==> src/rtl/fifo_rd_streamer_if.sv <==
// FIFO read port plus outgoing valid/ready stream for fifo_rd_streamer.
// master = streamer side, slave = FIFO/downstream side.
interface fifo_rd_streamer_if #(
   parameter int DATA_WIDTH = 8
);
   logic                  EMPTY;
   logic                  R_INC;
   logic [DATA_WIDTH-1:0] Rd_data;
   logic [DATA_WIDTH-1:0] OUT_DATA;
   logic                  OUT_VALID;
   logic                  OUT_READY;
   logic                  OUT_LAST;

   modport master (
      input  EMPTY, Rd_data, OUT_READY,
      output R_INC, OUT_DATA, OUT_VALID, OUT_LAST
   );

   modport slave (
      output EMPTY, Rd_data, OUT_READY,
      input  R_INC, OUT_DATA, OUT_VALID, OUT_LAST
   );
endinterface

==> src/rtl/fifo_rd_streamer.sv <==
// Read-domain FIFO consumer: pops into a 2-entry skid buffer and streams words
// out over valid/ready, flagging every BURST_LEN-th accepted word and counting accepts.
module fifo_rd_streamer #(
   parameter int DATA_WIDTH = 8,
   parameter int BURST_LEN  = 4,
   parameter int CNT_WIDTH  = 16
) (
   input  logic                 CLK,
   input  logic                 RST,
   input  logic                 ENABLE,
   fifo_rd_streamer_if.master   bus,
   output logic [CNT_WIDTH-1:0] WORD_CNT,
   output logic                 BUSY
);

   localparam int                BEAT_W    = (BURST_LEN > 1) ? $clog2(BURST_LEN) : 1;
   localparam logic [BEAT_W-1:0] BEAT_LAST = BEAT_W'(BURST_LEN - 1);

   typedef enum logic [1:0] {
      IDLE,
      ACTIVE,
      DRAIN
   } state_e;

   state_e                state_q, state_d;
   logic [DATA_WIDTH-1:0] buf_q [2];
   logic [DATA_WIDTH-1:0] buf_d [2];
   logic [1:0]            occ_q, occ_d;
   logic [BEAT_W-1:0]     beat_q, beat_d;
   logic [CNT_WIDTH-1:0]  cnt_q, cnt_d;
   logic                  push;
   logic                  accept;
   logic                  valid;
   logic                  wr_idx;

   // Pop decision sees only registered occupancy, never OUT_READY.
   assign valid  = (occ_q != 2'd0);
   assign push   = ENABLE & ~bus.EMPTY & (occ_q < 2'd2) & ~RST;
   assign accept = valid & bus.OUT_READY;
   assign wr_idx = occ_q[0] & ~accept;

   always_comb begin
      buf_d  = buf_q;
      occ_d  = occ_q + {1'b0, push} - {1'b0, accept};
      beat_d = beat_q;
      cnt_d  = cnt_q;
      if (accept) begin
         buf_d[0] = buf_q[1];
         cnt_d    = cnt_q + 1'b1;
         beat_d   = (beat_q == BEAT_LAST) ? '0 : beat_q + 1'b1;
      end
      if (push) begin
         buf_d[wr_idx] = bus.Rd_data;
      end
   end

   always_ff @(posedge CLK) begin
      if (RST) begin
         buf_q[0] <= '0;
         buf_q[1] <= '0;
         occ_q    <= '0;
         beat_q   <= '0;
         cnt_q    <= '0;
      end else begin
         buf_q[0] <= buf_d[0];
         buf_q[1] <= buf_d[1];
         occ_q    <= occ_d;
         beat_q   <= beat_d;
         cnt_q    <= cnt_d;
      end
   end

   always_ff @(posedge CLK) begin
      if (RST) begin
         state_q <= IDLE;
      end else begin
         state_q <= state_d;
      end
   end

   always_comb begin
      state_d = state_q;
      unique case (state_q)
         IDLE: begin
            if (ENABLE) state_d = ACTIVE;
         end
         ACTIVE: begin
            if (!ENABLE) state_d = (occ_d != 2'd0) ? DRAIN : IDLE;
         end
         DRAIN: begin
            if (ENABLE)               state_d = ACTIVE;
            else if (occ_d == 2'd0)   state_d = IDLE;
         end
         default: state_d = IDLE;
      endcase
   end

   always_comb begin
      bus.R_INC     = push;
      bus.OUT_VALID = valid;
      bus.OUT_DATA  = buf_q[0];
      bus.OUT_LAST  = valid & (beat_q == BEAT_LAST);
      WORD_CNT      = cnt_q;
      BUSY          = (state_q != IDLE);
   end

endmodule

==> src/flat_wrapper.sv <==
// flat-port wrapper written by rule: the top's interface ports become plain ports
module fifo_rd_streamer_flat 
#(
   parameter int DATA_WIDTH = 8,
   parameter int BURST_LEN  = 4,
   parameter int CNT_WIDTH  = 16
)
  (CLK, RST, ENABLE, WORD_CNT, BUSY, bus_EMPTY, bus_Rd_data, bus_OUT_READY, bus_R_INC, bus_OUT_DATA, bus_OUT_VALID, bus_OUT_LAST);
  fifo_rd_streamer_if #(.DATA_WIDTH(DATA_WIDTH)) bus_i ();
  input  logic CLK;
  input  logic RST;
  input  logic ENABLE;
  output logic [CNT_WIDTH-1:0] WORD_CNT;
  output logic BUSY;
  input wire logic [$bits(bus_i.EMPTY)-1:0] bus_EMPTY;
  input wire logic [$bits(bus_i.Rd_data)-1:0] bus_Rd_data;
  input wire logic [$bits(bus_i.OUT_READY)-1:0] bus_OUT_READY;
  output wire logic [$bits(bus_i.R_INC)-1:0] bus_R_INC;
  output wire logic [$bits(bus_i.OUT_DATA)-1:0] bus_OUT_DATA;
  output wire logic [$bits(bus_i.OUT_VALID)-1:0] bus_OUT_VALID;
  output wire logic [$bits(bus_i.OUT_LAST)-1:0] bus_OUT_LAST;
  assign bus_i.EMPTY = bus_EMPTY;
  assign bus_i.Rd_data = bus_Rd_data;
  assign bus_i.OUT_READY = bus_OUT_READY;
  assign bus_R_INC = bus_i.R_INC;
  assign bus_OUT_DATA = bus_i.OUT_DATA;
  assign bus_OUT_VALID = bus_i.OUT_VALID;
  assign bus_OUT_LAST = bus_i.OUT_LAST;
  fifo_rd_streamer #(.DATA_WIDTH(DATA_WIDTH), .BURST_LEN(BURST_LEN), .CNT_WIDTH(CNT_WIDTH)) u_core (.CLK(CLK), .RST(RST), .ENABLE(ENABLE), .bus(bus_i), .WORD_CNT(WORD_CNT), .BUSY(BUSY));
endmodule
==> config.mk <==
export PLATFORM = sky130hd
export DESIGN_NAME = fifo_rd_streamer_flat
export DESIGN_NICKNAME = d
export VERILOG_FILES = /design/src/rtl/fifo_rd_streamer_if.sv /design/src/rtl/fifo_rd_streamer.sv /design/src/flat_wrapper.sv
export SDC_FILE = /design/constraint.sdc
export NUM_CORES = 1
export LEC_CHECK = 0
export BUFFER_PORTS_ARGS = -buffer_cell sky130_fd_sc_hd__buf_4
export CELL_PAD_IN_SITES_DETAIL_PLACEMENT = 0
export CELL_PAD_IN_SITES_GLOBAL_PLACEMENT = 1
export CORE_MARGIN = 2
export CORE_UTILIZATION = 39
export DETAILED_ROUTE_END_ITERATION = 8
export PLACE_DENSITY = 0.76
export RECOVER_POWER = 50
export SLEW_MARGIN = 30
export SYNTH_ARGS = -nofsm -noshare
export SYNTH_HDL_FRONTEND = slang
export SYNTH_SLANG_ARGS = --single-unit
export TNS_END_PERCENT = 10
==> constraint.sdc <==
create_clock -name CLK -period 2.8 [get_ports CLK]
set_input_delay 0 -clock CLK [delete_from_list [all_inputs] [get_ports CLK]]
set_output_delay 0 -clock CLK [all_outputs]
set_load 0.005 [all_outputs]
==> flow_summary.toml <==
[floorplan]
rows = 24
fp.coreArea_um2 = 4290
die_h_um = 70.5
initial_utilization = 0.402
io_pins = 41
dieArea_um2 = 4970
dieWidth_um = 70.5

[sta]
finalSetupTns_ns = 0
relSlewSlack = 0.486
fmax_mhz = 466
tightest_slew_ns = 0.772
setup_slack_ns = 0.654
fin_crit_ns = 2.15
hold_viol_final = 0
setup_viol = 0
fin_skew_ns = 0.00413
rsz0062_at_grt = "false"
slew_violations = 0
finalCritPeriodShare = 0.766

[synthesis]
avgSynthCellArea_um2 = 8.75
ys_async_sr_fraction = 0
synth_common_cells = "dfxtp_1 (38), nand2_1 (30), nor2_1 (30)"
synth-seq-cells = 38
syn_area_um2 = 1720
synth_warnings = 0
syn_nets = 214
netlist_instances = 197
synth.most_common_cell = "dfxtp_1"
yosysSeqAreaShare = 0.441
yosysTopAreaCellShare = 0.441
yosys.area.top_type = "dfxtp_1"
synth_edf_count = 0
yosysUniqueCellTypes = 36
synth_top_flop_cell = "dfxtp_1"
synth_area_leaders = "dfxtp_1 (44%), nand2_1 (6.5%), nor2_1 (6.5%)"

[global_routing]
gr-total-overflow = 0
antenna_found_initial = 0
grt_max_degree = 40
grt_pass1_vias = 1286
grt_pass1_wl_um = 5980
grt_usage = 0.153

[clock_network]
cts_buffer_depth = 2
post_cts.repair.setup_buffers = 0
clk_latency_ns = 0.29
cts_tree = "yes"
cts_sinks = 38
cts_resized = 0
htreeDepth = 2
cts_hold_buf = 9
cts_buffers = 5
path_clk_slew_ns = 0.08
clockRootBuffer = "clkbuf_8"

[worst_setup_path]
start_kind = "flop"
path_class = "reg2reg"
cp.arrival_ns = 2.31
crit_required_ns = 2.96
cp_max_fo = 18
critPathCaptureType = "flop"

[layout]
fin_util = 0.503
num-fill-cells = 436
area_growth_pct = 25.4
drive_gt1_frac = 0.222
stdcell_count = 291
layout.nets = 255
diodes = 0

[route]
num_vias = 1408
viasPerCell = 4.84
drc = 0
drt_pass1_iterations = 4
antenna_left = 0
totalWireLength_um = 3640
drtIter0Drc = 54
wl_per_cell_um = 12.5

[placement]
io_buffers = 40
gp_congestion = 0.739
placedCellCount = 274
hpwlAfterDp_um = 2450
pre_cts_ws_ns = 0.817

[pwr]
power.density_nw_per_um2 = 560
ir_drop_mv = 0.323
p_leak_uw = 0.000906

[outcome]
status = "finished clean"

[run]
maxCapViolCount = 0

[worst_hold_path]
hold_class = "in2reg"
==> placed cells by master (no fill, tap or decap), drive strengths merged <==
| master | n |
|---|---|
| o2111ai | 1 |
| nor4b | 1 |
| xor2 | 5 |
| nand4 | 2 |
| nand2 | 30 |
| and2 | 1 |
| or4 | 2 |
| nor4 | 2 |
| o21ai | 7 |
| or2 | 2 |
| nand3b | 1 |
| inv | 6 |
| clkbuf | 36 |
| nand3 | 3 |
| mux2i | 8 |
| or3 | 3 |
| a311oi | 8 |
| nor2 | 30 |
| nand4b | 2 |
| dfxtp | 38 |
| and3 | 1 |
| buf | 13 |
| xnor2 | 7 |
| clkinv | 1 |
| o2111a | 1 |
| ha | 4 |
| nor3 | 4 |
| a21oi | 9 |
| dlygate4sd3 | 9 |
| a221oi | 1 |
| nand2b | 1 |
==> area by class of cell <==
class | instances | area, µm² | area share
multi-input cells | 136 | 836 | 0.387
flip-flops and latches | 38 | 761 | 0.352
repair buffers | 51 | 387 | 0.179
clock buffers | 7 | 86.3 | 0.0399
well taps | 52 | 65.1 | 0.0301
inverters | 6 | 22.5 | 0.0104
clock inverters | 1 | 5.00 | 0.00231
==> power breakdown <==
group / total, µW / internal (µW) / switching, µW
Sequential: 610 / 574 / 35.3
Clock: 391 / 199 / 192
Combinational: 211 / 97.0 / 114
Total: 1210 / 870 / 341
==> metrics by stage <==
step,instance area (µm²),hold slack [ns],total power (µW)
2_1_floorplan,1720,0.0295,760
3_3_place_gp,2000,0.248,837
3_5_place_dp,2000,0.257,842
4_1_cts,2180,0.129,1240
5_1_grt,2160,0.125,1280
6_report,2160,0.124,1210
==> logic make-up (layout without fill, tap and decap cells) <==
family	after synthesis	count (layout)	synth area share
buffers and inverters	23	65	0.0740
multiplexers	8	8	0.0464
flip-flops	38	38	0.441
AND/OR/NAND/NOR	85	85	0.239
AO/OA/AOI/OAI	27	27	0.110
adder cells (fa/ha/maj)	4	4	0.0290
XOR/XNOR	12	12	0.0610
==> critical path, stage by stage, from the launching register on <==
cell,delay (ns)
dfxtp_1,0.47
o21ai_0,0.16
clkbuf_1,0.36
or4_2,0.77
o21ai_0,0.18
a21oi_1,0.08
==> layer usage <==
layer	part of all wire	track usage	up-vias
met1	0.51	0.207	627
li1	-	-	746
met5	0	0	-
met4	0.0088	0.0577	0
met3	0.042	0.0577	4
met2	0.44	0.221	31
==> final timing paths <==
| kind | from | endpoint | slack [ns] | cells after the start |
|---|---|---|---|---|
| hold reg to reg | u_core.state_q[1]$_SDFFE_PP0P_ | u_core.state_q[0]$_SDFFE_PP0P_ | 0.45 | 1 |
| setup / recovery | u_core.occ_q[1]$_SDFF_PP0_ | u_core.WORD_CNT[14]$_SDFFE_PP0P_ | 0.65 | 5 |
| hold / removal | RST | flop | 0.12 | 2 |
| setup reg to reg | u_core.occ_q[1]$_SDFF_PP0_ | u_core.WORD_CNT[14]$_SDFFE_PP0P_ | 0.65 | 5 |
(Power assumes the default switching activity.)
